<file path="src/rtl/leaf_out_arbiter.sv">
// rtl/leaf_out_arbiter.sv - round-robin burst-locked arbiter onto one leaf_interface output port
//
// Ports:
//   clk_user                 user clock, all logic on rising edge
//   reset                    synchronous active-high reset
//   din_req                  requester data, requester i at [i*PAYLOAD_BITS +: PAYLOAD_BITS]
//   vld_req                  requester valid, one bit per requester
//   ack_req                  ack to requesters, one-hot or zero (combinational)
//   din_leaf_user2interface  data to leaf_interface, from the output register
//   vld_user2interface       valid to leaf_interface
//   ack_interface2user       ack from leaf_interface
//   grant_id                 index of current or last granted requester
//   busy                     high while a grant is held
module leaf_out_arbiter #(
  parameter int PAYLOAD_BITS = 32,
  parameter int NUM_REQ      = 4,
  parameter int BURST_LEN    = 16,
  parameter int REQ_BITS     = $clog2(NUM_REQ)
) (
  input  logic                            clk_user,
  input  logic                            reset,
  input  logic [NUM_REQ*PAYLOAD_BITS-1:0] din_req,
  input  logic [NUM_REQ-1:0]              vld_req,
  output logic [NUM_REQ-1:0]              ack_req,
  output logic [PAYLOAD_BITS-1:0]         din_leaf_user2interface,
  output logic                            vld_user2interface,
  input  logic                            ack_interface2user,
  output logic [REQ_BITS-1:0]             grant_id,
  output logic                            busy
);

  localparam int CNT_BITS = $clog2(BURST_LEN + 1);
  localparam logic [REQ_BITS:0]   NUM_REQ_W = (REQ_BITS + 1)'(NUM_REQ);
  localparam logic [CNT_BITS-1:0] CNT_LAST  = CNT_BITS'(BURST_LEN - 1);

  localparam logic [0:0] ST_IDLE  = 1'b0;
  localparam logic [0:0] ST_GRANT = 1'b1;

  logic [0:0]              state;
  logic [REQ_BITS-1:0]     rr_ptr;
  logic [CNT_BITS-1:0]     cnt;
  logic                    out_ready;
  logic                    xfer;
  logic                    pick_found;
  logic [REQ_BITS-1:0]     pick_idx;
  logic [REQ_BITS-1:0]     next_ptr;
  logic [REQ_BITS:0]       g_inc;
  logic [PAYLOAD_BITS-1:0] sel_data;

  assign busy      = (state == ST_GRANT);
  assign out_ready = !vld_user2interface || ack_interface2user;

  // Gated by reset so that a burst aborted by reset sees no ack in that cycle.
  assign xfer = busy && out_ready && !reset && vld_req[grant_id];

  always_comb begin
    ack_req = '0;
    if (busy && out_ready && !reset) begin
      ack_req[grant_id] = 1'b1;
    end
  end

  // Cyclic search starting at rr_ptr. Walking k downward lets the lowest
  // offset (closest to rr_ptr) be the last writer, so it wins.
  always_comb begin
    logic [REQ_BITS:0] sum;
    pick_found = 1'b0;
    pick_idx   = '0;
    sum        = '0;
    for (int k = NUM_REQ - 1; k >= 0; k--) begin
      sum = {1'b0, rr_ptr} + (REQ_BITS + 1)'(k);
      if (sum >= NUM_REQ_W) begin
        sum = sum - NUM_REQ_W;
      end
      if (vld_req[sum[REQ_BITS-1:0]]) begin
        pick_found = 1'b1;
        pick_idx   = sum[REQ_BITS-1:0];
      end
    end
  end

  // Pointer after release; NUM_REQ need not be a power of two.
  assign g_inc    = {1'b0, grant_id} + (REQ_BITS + 1)'(1);
  assign next_ptr = (g_inc >= NUM_REQ_W) ? '0 : g_inc[REQ_BITS-1:0];

  always_comb begin
    sel_data = '0;
    for (int i = 0; i < NUM_REQ; i++) begin
      if (grant_id == REQ_BITS'(i)) begin
        sel_data = din_req[i*PAYLOAD_BITS +: PAYLOAD_BITS];
      end
    end
  end

  always_ff @(posedge clk_user) begin
    if (reset) begin
      state    <= ST_IDLE;
      rr_ptr   <= '0;
      cnt      <= '0;
      grant_id <= '0;
    end else begin
      case (state)
        ST_IDLE: begin
          if (pick_found) begin
            grant_id <= pick_idx;
            cnt      <= '0;
            state    <= ST_GRANT;
          end
        end
        ST_GRANT: begin
          if (!vld_req[grant_id]) begin
            state  <= ST_IDLE;
            rr_ptr <= next_ptr;
            cnt    <= '0;
          end else if (xfer) begin
            if (cnt == CNT_LAST) begin
              state  <= ST_IDLE;
              rr_ptr <= next_ptr;
              cnt    <= '0;
            end else begin
              cnt <= cnt + CNT_BITS'(1);
            end
          end
        end
        default: state <= ST_IDLE;
      endcase
    end
  end

  // One-entry output register; a load wins over the interface-side clear,
  // which gives bubble-free back-to-back words.
  always_ff @(posedge clk_user) begin
    if (reset) begin
      vld_user2interface      <= 1'b0;
      din_leaf_user2interface <= '0;
    end else if (xfer) begin
      vld_user2interface      <= 1'b1;
      din_leaf_user2interface <= sel_data;
    end else if (vld_user2interface && ack_interface2user) begin
      vld_user2interface <= 1'b0;
    end
  end

endmodule

</file>
<file path="config.mk">
export PLATFORM = sky130hd
export DESIGN_NAME = leaf_out_arbiter
export DESIGN_NICKNAME = d
export VERILOG_FILES = /design/src/rtl/leaf_out_arbiter.sv
export SDC_FILE = /design/constraint.sdc
export NUM_CORES = 1
export LEC_CHECK = 0
export ABC_AREA = 1
export CORE_UTILIZATION = 41
export CTS_BUF_LIST = sky130_fd_sc_hd__clkbuf_4 sky130_fd_sc_hd__clkbuf_8
export DETAILED_ROUTE_END_ITERATION = 7
export DONT_BUFFER_PORTS = 1
export GPL_ROUTABILITY_DRIVEN = 0
export SLEW_MARGIN = 30
export SYNTH_ARGS = -nofsm -noshare
export SYNTH_HDL_FRONTEND = slang
export SYNTH_SLANG_ARGS = --single-unit
</file>
<file path="constraint.sdc">
create_clock -name clk_user -period 1.7 [get_ports clk_user]
set_input_delay 0.34 -clock clk_user [delete_from_list [all_inputs] [get_ports clk_user]]
set_output_delay 0.34 -clock clk_user [all_outputs]
set_load 0.1 [all_outputs]
</file>
After elaboration in Yosys (flattened, before gate mapping). Cells that the tools add are included.

Register bits: 43. Output and inout bits: 40.

Add/sub/neg operators: 9. Order comparisons: 11. Equal/unequal tests: 8. Muxes and demuxes: 45. Bitwise logic cells: 1. Reductions and logical operators: 13.

Operators with widths (number): $mux 32 (4); $mux 2 (12); $mux 5 (4); $mux 1 (16); $lt 2x3->1 const B (5); $ge 3x3->1 const B (4); $bmux 1 s2 (5); $pmux 5 s2 (1); $sub 2x1->2 const B (4); $add 2x1->3 const B (2); $add 2x2->3 const B (2); $add 5x1->5 const B (1); $eq 5x4->1 const B (1); $logic_and 1x1->1 (5); $eq 2x2->1 const B (2); $mux 4 (1); $ne 2x2->1 const B (2); $reduce_and 2->1 (2); $ge 2x3->1 const B (1); $ne 3x3->1 const B (1); $reduce_and 3->1 (1); $demux 1 s2 (1); $eq 2x1->1 const B (1); $ge 2x1->1 const B (1); 7 further kinds (8).

Longest topological paths before layout. Gate-level depths: netlist of the first run.

Depth after elaboration: 11. Mapped depth: 13. Depth with buffers taken out: 12.

Worst setup path after synthesis of the first run. Ideal clock, no wire load.

Kind: reg2out. From: register grant_id[0]. To: output ack_req[3]. Data arrival time: 3.173 ns. Required time: 1.360 ns. Slack: -1.813 ns. Cell stages (with the launch flop): 6. Buffers on the path: 2. Cells stage by stage: dfxtp_1 > ha_1 > clkbuf_1 > clkinv_1 > clkbuf_1 > nor2_1.

Word-level cells in the longest chain between the ends: 5. Elaborated cells between the ends (all ways): 6. Classes of those cells: order compare: 2; mux: 3; reduce/logical: 1.

RTL lines: from (decl) (line 28) `output logic [REQ_BITS-1:0] grant_id,`; from (signal assigned) (line 105) `grant_id <= pick_idx;`; $lt 2x3->1 (not written as such) / $ge 2x1->1 (equally long branches) (line 59) `ack_req[grant_id] = 1'b1;`; $logic_and 1x1->1 (not written as such) (line 59); $mux 1 (not written as such) (line 59); $demux 1 s2 * (line 59); $mux 4 * (line 58) `if (busy && out_ready && !reset) begin`; to (decl) (line 24) `output logic [NUM_REQ-1:0] ack_req,`.

Every way passes the cells marked *; elsewhere a longest branch is shown, timed or not.

Worst setup path after layout of the first run.
From: register grant_id[1]. To: output ack_req[1].

The elaborated chain is that of the path after synthesis.

==> results of run 1 <==
power breakdown:
part	switching [uW]	internal (uW)
Sequential	219	1290
Combinational	4150	1920
Clock	395	296
Total	4770	3500
per-stage QoR:
| step | TNS, ps | total power, uW | hold WS (ps) |
|---|---|---|---|
| finish | 0 | 8270 | 84.9 |
| global route | -38.2 | 8880 | 67.3 |
| CTS | -0.330 | 8210 | 76.8 |
| detailed placement | 0 | 7330 | 407 |
| global placement | 0 | 7250 | 404 |
| floorplan | -671 | 6200 | 399 |
final cells by class:
type	count	area share (%)
multi-input combinational	334	50.5
sequential	43	24.2
timing repair buffer	65	15.9
inverter	26	3.94
tap	80	2.77
clock buffer	5	1.90
clock inverter	3	0.622
timing repair inverter	1	0.242
registers in the layout (all words and copies together), names as in the netlist:
signal	flops
grant_id	2
din_leaf_user2interface	32
rr_ptr	2
busy	1
cnt	5
vld_user2interface	1
timing repair:
| action | CTS | global route |
|---|---|---|
| cloned | 1 | 0 |
| buffers inserted | 4 | 5 |
| pin swaps | 1 | 2 |
| endpoints found under the setup margin | 4 | 13 |
| hold endpoints to repair | 0 | 0 |
| gates resized for setup | 7 | 7 |
worst paths after layout:
path	to	slack [ps]	cells past startpoint
hold / removal	grant_id[1]$_SDFFE_PP0P_	80	1
hold reg to reg	cnt[0]$_SDFFE_PP0P_	530	2
setup / recovery	ack_req[1]	30	5
setup reg to reg	din_leaf_user2interface[27]$_SDFFE_PP0P_	140	8
cell usage in the layout, fill, tap and decap left out, drive strengths merged, types with 12 or more instances in the layout:
master	n
a21oi	62
a31oi	12
buf	65
dfxtp	43
inv	28
nand2	92
nand3	58
nor2	21
o211ai	28
o21ai	50
routing by layer:
layer | vias up | GRT usage [%]
met5 | - | 0
met4 | 0 | 7.27
met3 | 13 | 5.25
met2 | 149 | 43.4
met1 | 1480 | 31.8
li1 | 1604 | -
logic make-up after synthesis:
kind of cell,share of synthesized area (%)
AND/OR/NAND/NOR,28.2
AO/OA/AOI/OAI,30.1
buffers and inverters,9.03
flip-flops,30.1
adder cells (fa/ha/maj),2.19
XOR/XNOR,0.307
==> qor.yml, run 1 <==
cts:
  numCtsBuffers: 5
  cts_sinks: 43
  clk_path_buf_depth: 2
  cts_max_level: 2
  clk_pin_slew_ps: 90
  holdBufCountCts: 0
  cts_tree: "yes"
  clock_latency_ps: 300
  root_buffer: "clkbuf_8"
floorplan:
  die_y_um: 85.5
  die_area_mm2: 0.00730
  rows: 30
  coreArea_mm2: 0.00676
  die_w_um: 85.5
  ios: 175
  initial_core_util_pct: 42.3
placed_design:
  pre_cts_ws_ps: 53.2
  place_hpwl_um: 6860
  dp_cells: 539
  io_buffer_count: 0
  place_area_mm2: 0.00341
global_routing:
  grt_pass1_vias: 2917
  grt_overflow: 0
  grt_pass1_wl_um: 14400
  grt_use_total_pct: 25.3
  antenna_found_initial: 0
  grt_max_degree: 41
synth:
  ys.warnings.count: 0
  synthArstFlopShare_pct: 0
  yosys.area.top_type: "dfxtp_1"
  synthCells: 439
  yosys.area.top_type_share_pct: 30.1
  avgSynthCellArea_um2: 6.50
  synthTopCellsByArea: "dfxtp_1 (30%), a21oi_1 (11%), nand2_1 (11%)"
  ys.flop_type: "dfxtp_1"
  ys_ff_latch: 43
  synth_edf_count: 0
  syn_nets: 579
  synth_most_common_cell: "nand2_1"
  syn_area_mm2: 0.00286
  yosysSeqAreaShare_pct: 30.1
  yosys-top-cells-count: "nand2_1 (82), a21oi_1 (62), nand3_1 (56)"
  ys_types: 29
sta:
  finalHoldViolations: 0
  finalWorstSetupSlack_ps: 32.4
  period_needed_ps: 1670
  worstMarginPinSlew_ps: 382
  period_share_pct: 98.1
  slew-limit-headroom_pct: 74.5
  drv_slew: 0
  fmaxAchievable_mhz: 600
  grt_setup_unrepaired: "true"
  fin_skew_ps: 7.31
  setup_violations: 0
drt:
  wl_met1_um: 4090
  route.antenna.remaining_nets: 0
  drt-vias-per-instance: 5.83
  routedWlPerCell_um: 17.3
  drtIter0Drc: 207
  drc_errors: 0
  highest_layer: "met4"
  met3_wirelength_um: 726
  vias: 3246
  dr.pass1.iters: 5
  wl_um: 9620
  routed-wl-met2_um: 4680
critical_path:
  cp_num_buf_inv: 3
  path_class: "reg -> out"
  required_ps: 1360
  crit_path_max_incr_delay_ps: 390
  startpoint: "grant_id[1]$_SDFFE_PP0P_"
  cp_slowest_cell: "dfxtp_4"
  r2r-start: "grant_id[0]$_SDFFE_PP0P_"
  cp-end-kind: "output port"
  path_max_fanout: 4
  critPathTopFamily: "flip-flops"
  worstPathArrival_ps: 1330
  crit_chain: "inv_4 > ha_4 > inv_12 > nor2_4 > buf_12"
  critPathLaunchType: "flip-flop"
power_and_ir_drop:
  vdd_drop_max_uv: 1030
  leakage_uw: 0.00159
  powerDensity_mw_per_mm2: 2290
run:
  maxCapViolations: 0
cells_and_area:
  final_core_util_pct: 53.6
  final_cells: 557
  regArea_um2: 875
  multi_input_area_mm2: 0.00183
  area_delta_synth_final_pct: 26.7
  fin_area_mm2: 0.00362
  num-nets-final: 616
  antennaDiodeCount: 0
  fillers: 681
  drive_gt1_share_pct: 24.1
worst_hold_path:
  min_from: "reset"
  hold_path.class: "in -> reg"
status:
  outcome: "complete, no violations"
Note: power is estimated with default switching activity, not from simulation.
==> run 2: changes to the inputs <==
Settings changed: CELL_PAD_IN_SITES_DETAIL_PLACEMENT set to 0, CELL_PAD_IN_SITES_GLOBAL_PLACEMENT set to 1, CORE_UTILIZATION 41 to 39, PLACE_DENSITY set to 0.78.
==> run 2 against run 1 <==
Net effect:
- flip-flop and latch count unchanged
- global-route usage decreased by 1.8 points
- routed wire length decreased by 1.1%
- cell area decreased by 0.62%
- sequential power about the same
- clock power decreased by 3.3%
- worst setup slack got worse by 3.8 ps
==> qor.yml, run 2 (synthesis results as in run 1) <==
global_routing:
  grt_pass1_vias: 2833  # was 2917
  antenna_found_initial: 0  # unchanged
  grt_overflow: 0  # unchanged
  grt_use_total_pct: 23.4  # was 25.3%
  grt_pass1_wl_um: 13900  # was 14400 um
  grt_max_degree: 41  # unchanged
worst_hold_path:
  whs_path_depth: 1  # unchanged
  hold_path.class: "in -> reg"  # unchanged
  min_from: "reset"  # unchanged
  hold_end: "grant_id[0]$_SDFFE_PP0P_"  # was grant_id[1]$_SDFFE_PP0P_
drt:
  met3_wirelength_um: 809  # was 726 um
  highest_layer: "met4"  # unchanged
  route.antenna.remaining_nets: 0  # unchanged
  drtIter0Drc: 148  # was 207
  dr.pass1.iters: 4  # was 5
  wl_met1_um: 3910  # was 4090 um
  routed-wl-met2_um: 4690  # was 4680 um
  wl_um: 9510  # was 9620 um
  drc_errors: 0  # unchanged
  routedWlPerCell_um: 16.7  # was 17.3 um
  drt-vias-per-instance: 5.65  # was 5.83
  vias: 3217  # was 3246
sta:
  fin_skew_ps: 5.20  # was 7.31 ps
  slew-limit-headroom_pct: 72.7  # was 74.5%
  setup_violations: 0  # unchanged
  finalHoldViolations: 0  # unchanged
  period_needed_ps: 1670  # about the same
  fmaxAchievable_mhz: 598  # was 600 MHz
  grt_setup_unrepaired: "true"  # unchanged
  fin_setup_tns_ps: 0  # unchanged
  worstMarginPinSlew_ps: 408  # was 382 ps
  period_share_pct: 98.3  # was 98.1%
  drv_slew: 0  # unchanged
cells_and_area:
  num-nets-final: 612  # was 616
  antennaDiodeCount: 0  # unchanged
  largest_register_ffs: 32  # unchanged
  regMostFlops: "din_leaf_user2interface"  # unchanged
  reg.largest.list: "din_leaf_user2interface x32, cnt x5"  # unchanged
  final_common_cell: "nand2_1"  # unchanged
  final_cell_mix: "nand2_1 (81), a21oi_1 (62), nand3_1 (56)"  # was nand2_1 (81), a21oi_1 (62), nand3_1 (56), buf_4 (56), o21ai_0 (43)
  drive_gt1_share_pct: 23.5  # was 24.1%
  area_delta_synth_final_pct: 25.9  # was 26.7%
status:
  outcome: "complete, no violations"  # unchanged
critical_path:
  crit_chain: "inv_4 > ha_4 > inv_12 > nor2_4 > buf_12"  # unchanged
  worstPathArrival_ps: 1330  # about the same
  r2r-end: "din_leaf_user2interface[15]$_SDFFE_PP0P_"  # was din_leaf_user2interface[27]$_SDFFE_PP0P_
  critPathLaunchType: "flip-flop"  # unchanged
  path_class: "reg -> out"  # unchanged
  required_ps: 1360  # about the same
  cp-end-kind: "output port"  # unchanged
  r2r_slack_ps: 140  # about the same
  cp_slowest_cell: "dfxtp_4"  # unchanged
  crit_path_max_incr_delay_ps: 390  # about the same
  r2r_cells: 8  # unchanged
  path_max_fanout: 5  # was 4
  r2r-start: "grant_id[1]$_SDFFE_PP0P_"  # was grant_id[0]$_SDFFE_PP0P_
floorplan:
  coreArea_mm2: 0.00694  # was 0.00676 mm2
  die_area_mm2: 0.00767  # was 0.00730 mm2
  initial_core_util_pct: 41.1  # was 42.3%
  die_y_um: 87.6  # was 85.5 um
  ios: 175  # unchanged
  die_w_um: 87.6  # was 85.5 um
  rows: 30  # unchanged
cts:
  cts_sinks: 43  # unchanged
  cts_max_level: 2  # unchanged
  clock_latency_ps: 300  # about the same
  holdBufCountCts: 0  # unchanged
  cts_tree: "yes"  # unchanged
  root_buffer: "clkbuf_8"  # unchanged
  clk_path_buf_depth: 2  # unchanged
  numCtsBuffers: 5  # unchanged
  clk_pin_slew_ps: 80  # was 90 ps
placed_design:
  io_buffer_count: 0  # unchanged
  place_hpwl_um: 6850  # was 6860 um
run:
  maxCapViolations: 0  # unchanged
power_and_ir_drop:
  finalPower_uw: 8160  # was 8270 uW
  leakage_uw: 0.00158  # was 0.00159 uW
  vdd_drop_max_uv: 1030  # about the same
  powerDensity_mw_per_mm2: 2270  # was 2290 mW/mm2
run 2: worst max path at each step:
stage                                   from                                       to  slack, ps  depth (start not counted)
floorplan           grant_id[1]$_SDFFE_PP0P_                               ack_req[3]       -210                          5
finish              grant_id[1]$_SDFFE_PP0P_                               ack_req[1]         30                          5
global placement    grant_id[1]$_SDFFE_PP0P_  din_leaf_user2interface[0]$_SDFFE_PP0P_         70                          7
global route        grant_id[0]$_SDFFE_PP0P_                               ack_req[2]        -10                          5
detailed placement  grant_id[1]$_SDFFE_PP0P_  din_leaf_user2interface[0]$_SDFFE_PP0P_         20                          7
CTS                 grant_id[1]$_SDFFE_PP0P_                               ack_req[1]         -1                          5
run 2: final cells by class:
cell class	instances	area [um2]
Fill cell	691	3350
Multi-Input combinational cell	334	1830
Sequential cell	43	875
Timing Repair Buffer	61	541
Inverter	26	138
Tap cell	96	120
Clock buffer	6	76.3
Clock inverter	2	11.3
Timing Repair inverter	1	8.76
run 2: layer usage:
metal	track usage (%)	vias to the layer above
met2	41.4	131
met5	0	-
li1	-	1593
met4	5.51	0
met3	6.60	9
met1	28.1	1484
run 2: critical path: cells and delay by family (launching register included):
family | cells | cell delay [ps]
adders and majority gates | 1 | 200
DFF | 1 | 390
and+or+nand+nor | 1 | 120
buffers and inverters | 3 | 310
run 2: power by group:
group	internal, uW	total [uW]	switching [uW]
clock network	305	667	362
registers	1290	1520	231
logic	1880	5970	4090
total	3480	8160	4680
run 2: stage by stage:
step / instances / hold WS [ps] / utilization [%] / area (um2) / setup WS, ps
after floorplan: 439 / 399 / - / 3040 / -213
after global placement: 551 / 404 / 48.9 / 3400 / 68.4
after detailed placement: 551 / 402 / 48.9 / 3400 / 22.0
after CTS: 565 / 87.6 / 51.1 / 3550 / -1.44
after global routing: 569 / 85.4 / 51.8 / 3600 / -11.3
final: 569 / 95.5 / 51.8 / 3600 / 28.7
run 2: repair_timing:
item                                    4_1_cts  5_1_grt
pin swaps                                     3        1
endpoints found under the setup margin        4       23
gates cloned                                  0        1
resized for setup                             6        7
setup buffers                                 6        3
==> run 3: changes to the inputs <==
Settings changed: CELL_PAD_IN_SITES_GLOBAL_PLACEMENT 1 to 2, CORE_UTILIZATION 39 to 32, MAX_ROUTING_LAYER set to met4, PLACE_DENSITY 0.78 to 0.82.
Clock period 1.7 ns to 1.9 ns, I/O delays scaled along.
==> run 3 against run 2 <==
Net effect:
- worst setup slack improved by 82 ps
- sequential power is 11% lower
- core utilization decreased by 11 points
- routed wire length increased by 3.9%
- sequential share of layout area rose by 0.18 points
- critical endpoint is now ack_req[0]
==> qor.yml, run 3 (synthesis results as in run 1) <==
cts:
  clk_path_buf_depth: 2  # unchanged
  root_buffer: "clkbuf_8"  # unchanged
  cts_max_level: 2  # unchanged
  cts_tree: "yes"  # unchanged
  numCtsBuffers: 5  # unchanged
  clock_latency_ps: 300  # about the same
  clk_pin_slew_ps: 80  # about the same
  cts_sinks: 43  # unchanged
power_and_ir_drop:
  p_int_uw: 3180  # was 3480 uW
  vdd_drop_max_uv: 988  # was 1030 uV
  p_sw_uw: 4180  # was 4680 uW
  clockPowerShare_pct: 10.1  # was 8.2%
  powerDensity_mw_per_mm2: 2060  # was 2270 mW/mm2
  p_sw_share_pct: 56.8  # was 57.4%
  p_comb_share_pct: 71.6  # was 73.2%
  p_seq_share_pct: 18.3  # was 18.7%
  leakage_uw: 0.00155  # was 0.00158 uW
sta:
  worstMarginPinSlew_ps: 433  # was 408 ps
  fin_skew_ps: 9.96  # was 5.20 ps
  grt_setup_unrepaired: "false"  # was true
  fin_setup_tns_ps: 0  # unchanged
  period_share_pct: 94.2
  drv_slew: 0  # unchanged
  slew-limit-headroom_pct: 71.1  # was 72.7%
  fin_hold_ws_ps: 135  # was 95.5 ps
  finalHoldViolations: 0  # unchanged
  fmaxAchievable_mhz: 559
  setup_violations: 0  # unchanged
  period_needed_ps: 1790
floorplan:
  rows: 34  # was 30
  ios: 175  # unchanged
  die_w_um: 96.5  # was 87.6 um
  die_y_um: 96.5  # was 87.6 um
  coreArea_mm2: 0.00868  # was 0.00694 mm2
  initial_core_util_pct: 32.9  # was 41.1%
  die_area_mm2: 0.00930  # was 0.00767 mm2
drt:
  vias: 3208  # was 3217
  drc_errors: 0  # unchanged
  routedWlPerCell_um: 17.1  # was 16.7 um
  wl_um: 9880  # was 9510 um
  dr.pass1.iters: 4  # unchanged
  route.antenna.remaining_nets: 0  # unchanged
  drt-vias-per-instance: 5.55  # was 5.65
  drtIter0Drc: 122  # was 148
global_routing:
  grt_max_degree: 41  # unchanged
  grt_use_total_pct: 20.6  # was 23.4%
  antenna_found_initial: 0  # unchanged
  grt_pass1_wl_um: 14200  # was 13900 um
  grt_pass1_vias: 2863  # was 2833
  grt_overflow: 0  # unchanged
critical_path:
  worstPathArrival_ps: 1410  # was 1330 ps
  r2r_slack_ps: 290  # was 140 ps
  required_ps: 1520  # was 1360 ps
  critPathLaunchType: "flip-flop"  # unchanged
  cp-end-kind: "output port"  # unchanged
  path_max_fanout: 7  # was 5
  path_class: "reg -> out"  # unchanged
placed_design:
  dp_cells: 568  # was 551
  io_buffer_count: 0  # unchanged
  place_hpwl_um: 7350  # was 6850 um
cells_and_area:
  area_delta_synth_final_pct: 24.8  # was 25.9%
  final_common_cell: "nand2_1"  # unchanged
  final_cell_mix: "nand2_1 (82), a21oi_1 (62), nand3_1 (56)"  # was nand2_1 (81), a21oi_1 (62), nand3_1 (56)
  final_cells: 578  # was 569
  regMostFlops: "din_leaf_user2interface"  # unchanged
  reg.largest.list: "din_leaf_user2interface x32, cnt x5"  # unchanged
  drive_gt1_share_pct: 22.6  # was 23.5%
  largest_register_ffs: 32  # unchanged
  antennaDiodeCount: 0  # unchanged
  num-nets-final: 609  # was 612
run:
  maxCapViolations: 0  # unchanged
status:
  outcome: "complete, no violations"  # unchanged
worst_hold_path:
  hold_path.class: "in -> reg"  # unchanged
==> run 3: cell types whose count changed in the layout (fill, tap and decap cells not counted), sizes merged <==
cell,previous run,this run
clkbuf,6,5
buf,61,59
inv,27,25
bufinv,0,1
clkinv,2,3
==> run 3: routing by layer <==
metal / GRT usage [%] / vias up / share of wire, %
li1: - / 1589 / -
met1: 24.5 / 1455 / 42
met2: 35.6 / 155 / 48
met3: 4.62 / 9 / 9.5
met4: 4.29 / 0 / 0.80
met5: - / - / 0
==> run 3: timing repair <==
action	CTS	global route
setup buffers	0	2
hold buffers	0	0
gates cloned	0	0
resized for setup	2	1
endpoints found under the setup margin	1	2
==> run 3: layout make-up <==
cell class / instances / area [um2]
timing repair buffer: 59 / 509
clock buffer: 5 / 68.8
tap: 108 / 135
sequential: 43 / 873
fill: 938 / 5110
inverter: 26 / 118
clock inverter: 3 / 43.8
multi-input combinational: 334 / 1820
==> run 3: path summary, 6_finish.rpt <==
kind	from	end	depth (start not counted)
worst max-delay path	grant_id[0]$_SDFFE_PP0P_	ack_req[0]	6
worst min-delay path	reset	grant_id[1]$_SDFFE_PP0P_	1
worst max register to register	rr_ptr[0]$_SDFFE_PP0P_	cnt[2]$_SDFFE_PP0P_	11
worst min register to register	vld_user2interface$_SDFFE_PP0P_	vld_user2interface$_SDFFE_PP0P_	2
==> run 3: stage by stage <==
| stage | utilization (%) | worst slack, ps | cell area [um2] | total power, uW |
|---|---|---|---|---|
| after floorplan | - | -53.3 | 3020 | 5490 |
| after global placement | 39.4 | 304 | 3420 | 6520 |
| after detailed placement | 39.4 | 296 | 3420 | 6570 |
| after CTS | 40.8 | 22.6 | 3540 | 7350 |
| after global routing | 41.1 | 30.5 | 3560 | 7950 |
| final | 41.1 | 110 | 3560 | 7360 |
==> run 3: power by group through the flow <==
stage,Clock (uW),Combinational (uW),Sequential (uW)
finish,743,5270,1350
global route,800,5770,1380
CTS,761,5240,1350
detailed placement,0,5200,1370
global placement,0,5160,1360
floorplan,0,2800,2680
==> run 3: critical path, stage by stage (launching register included) <==
cell,delay [ps]
dfxtp_4,400
inv_4,100
ha_4,160
buf_6,130
inv_2,50
nor2_4,100
buf_12,180
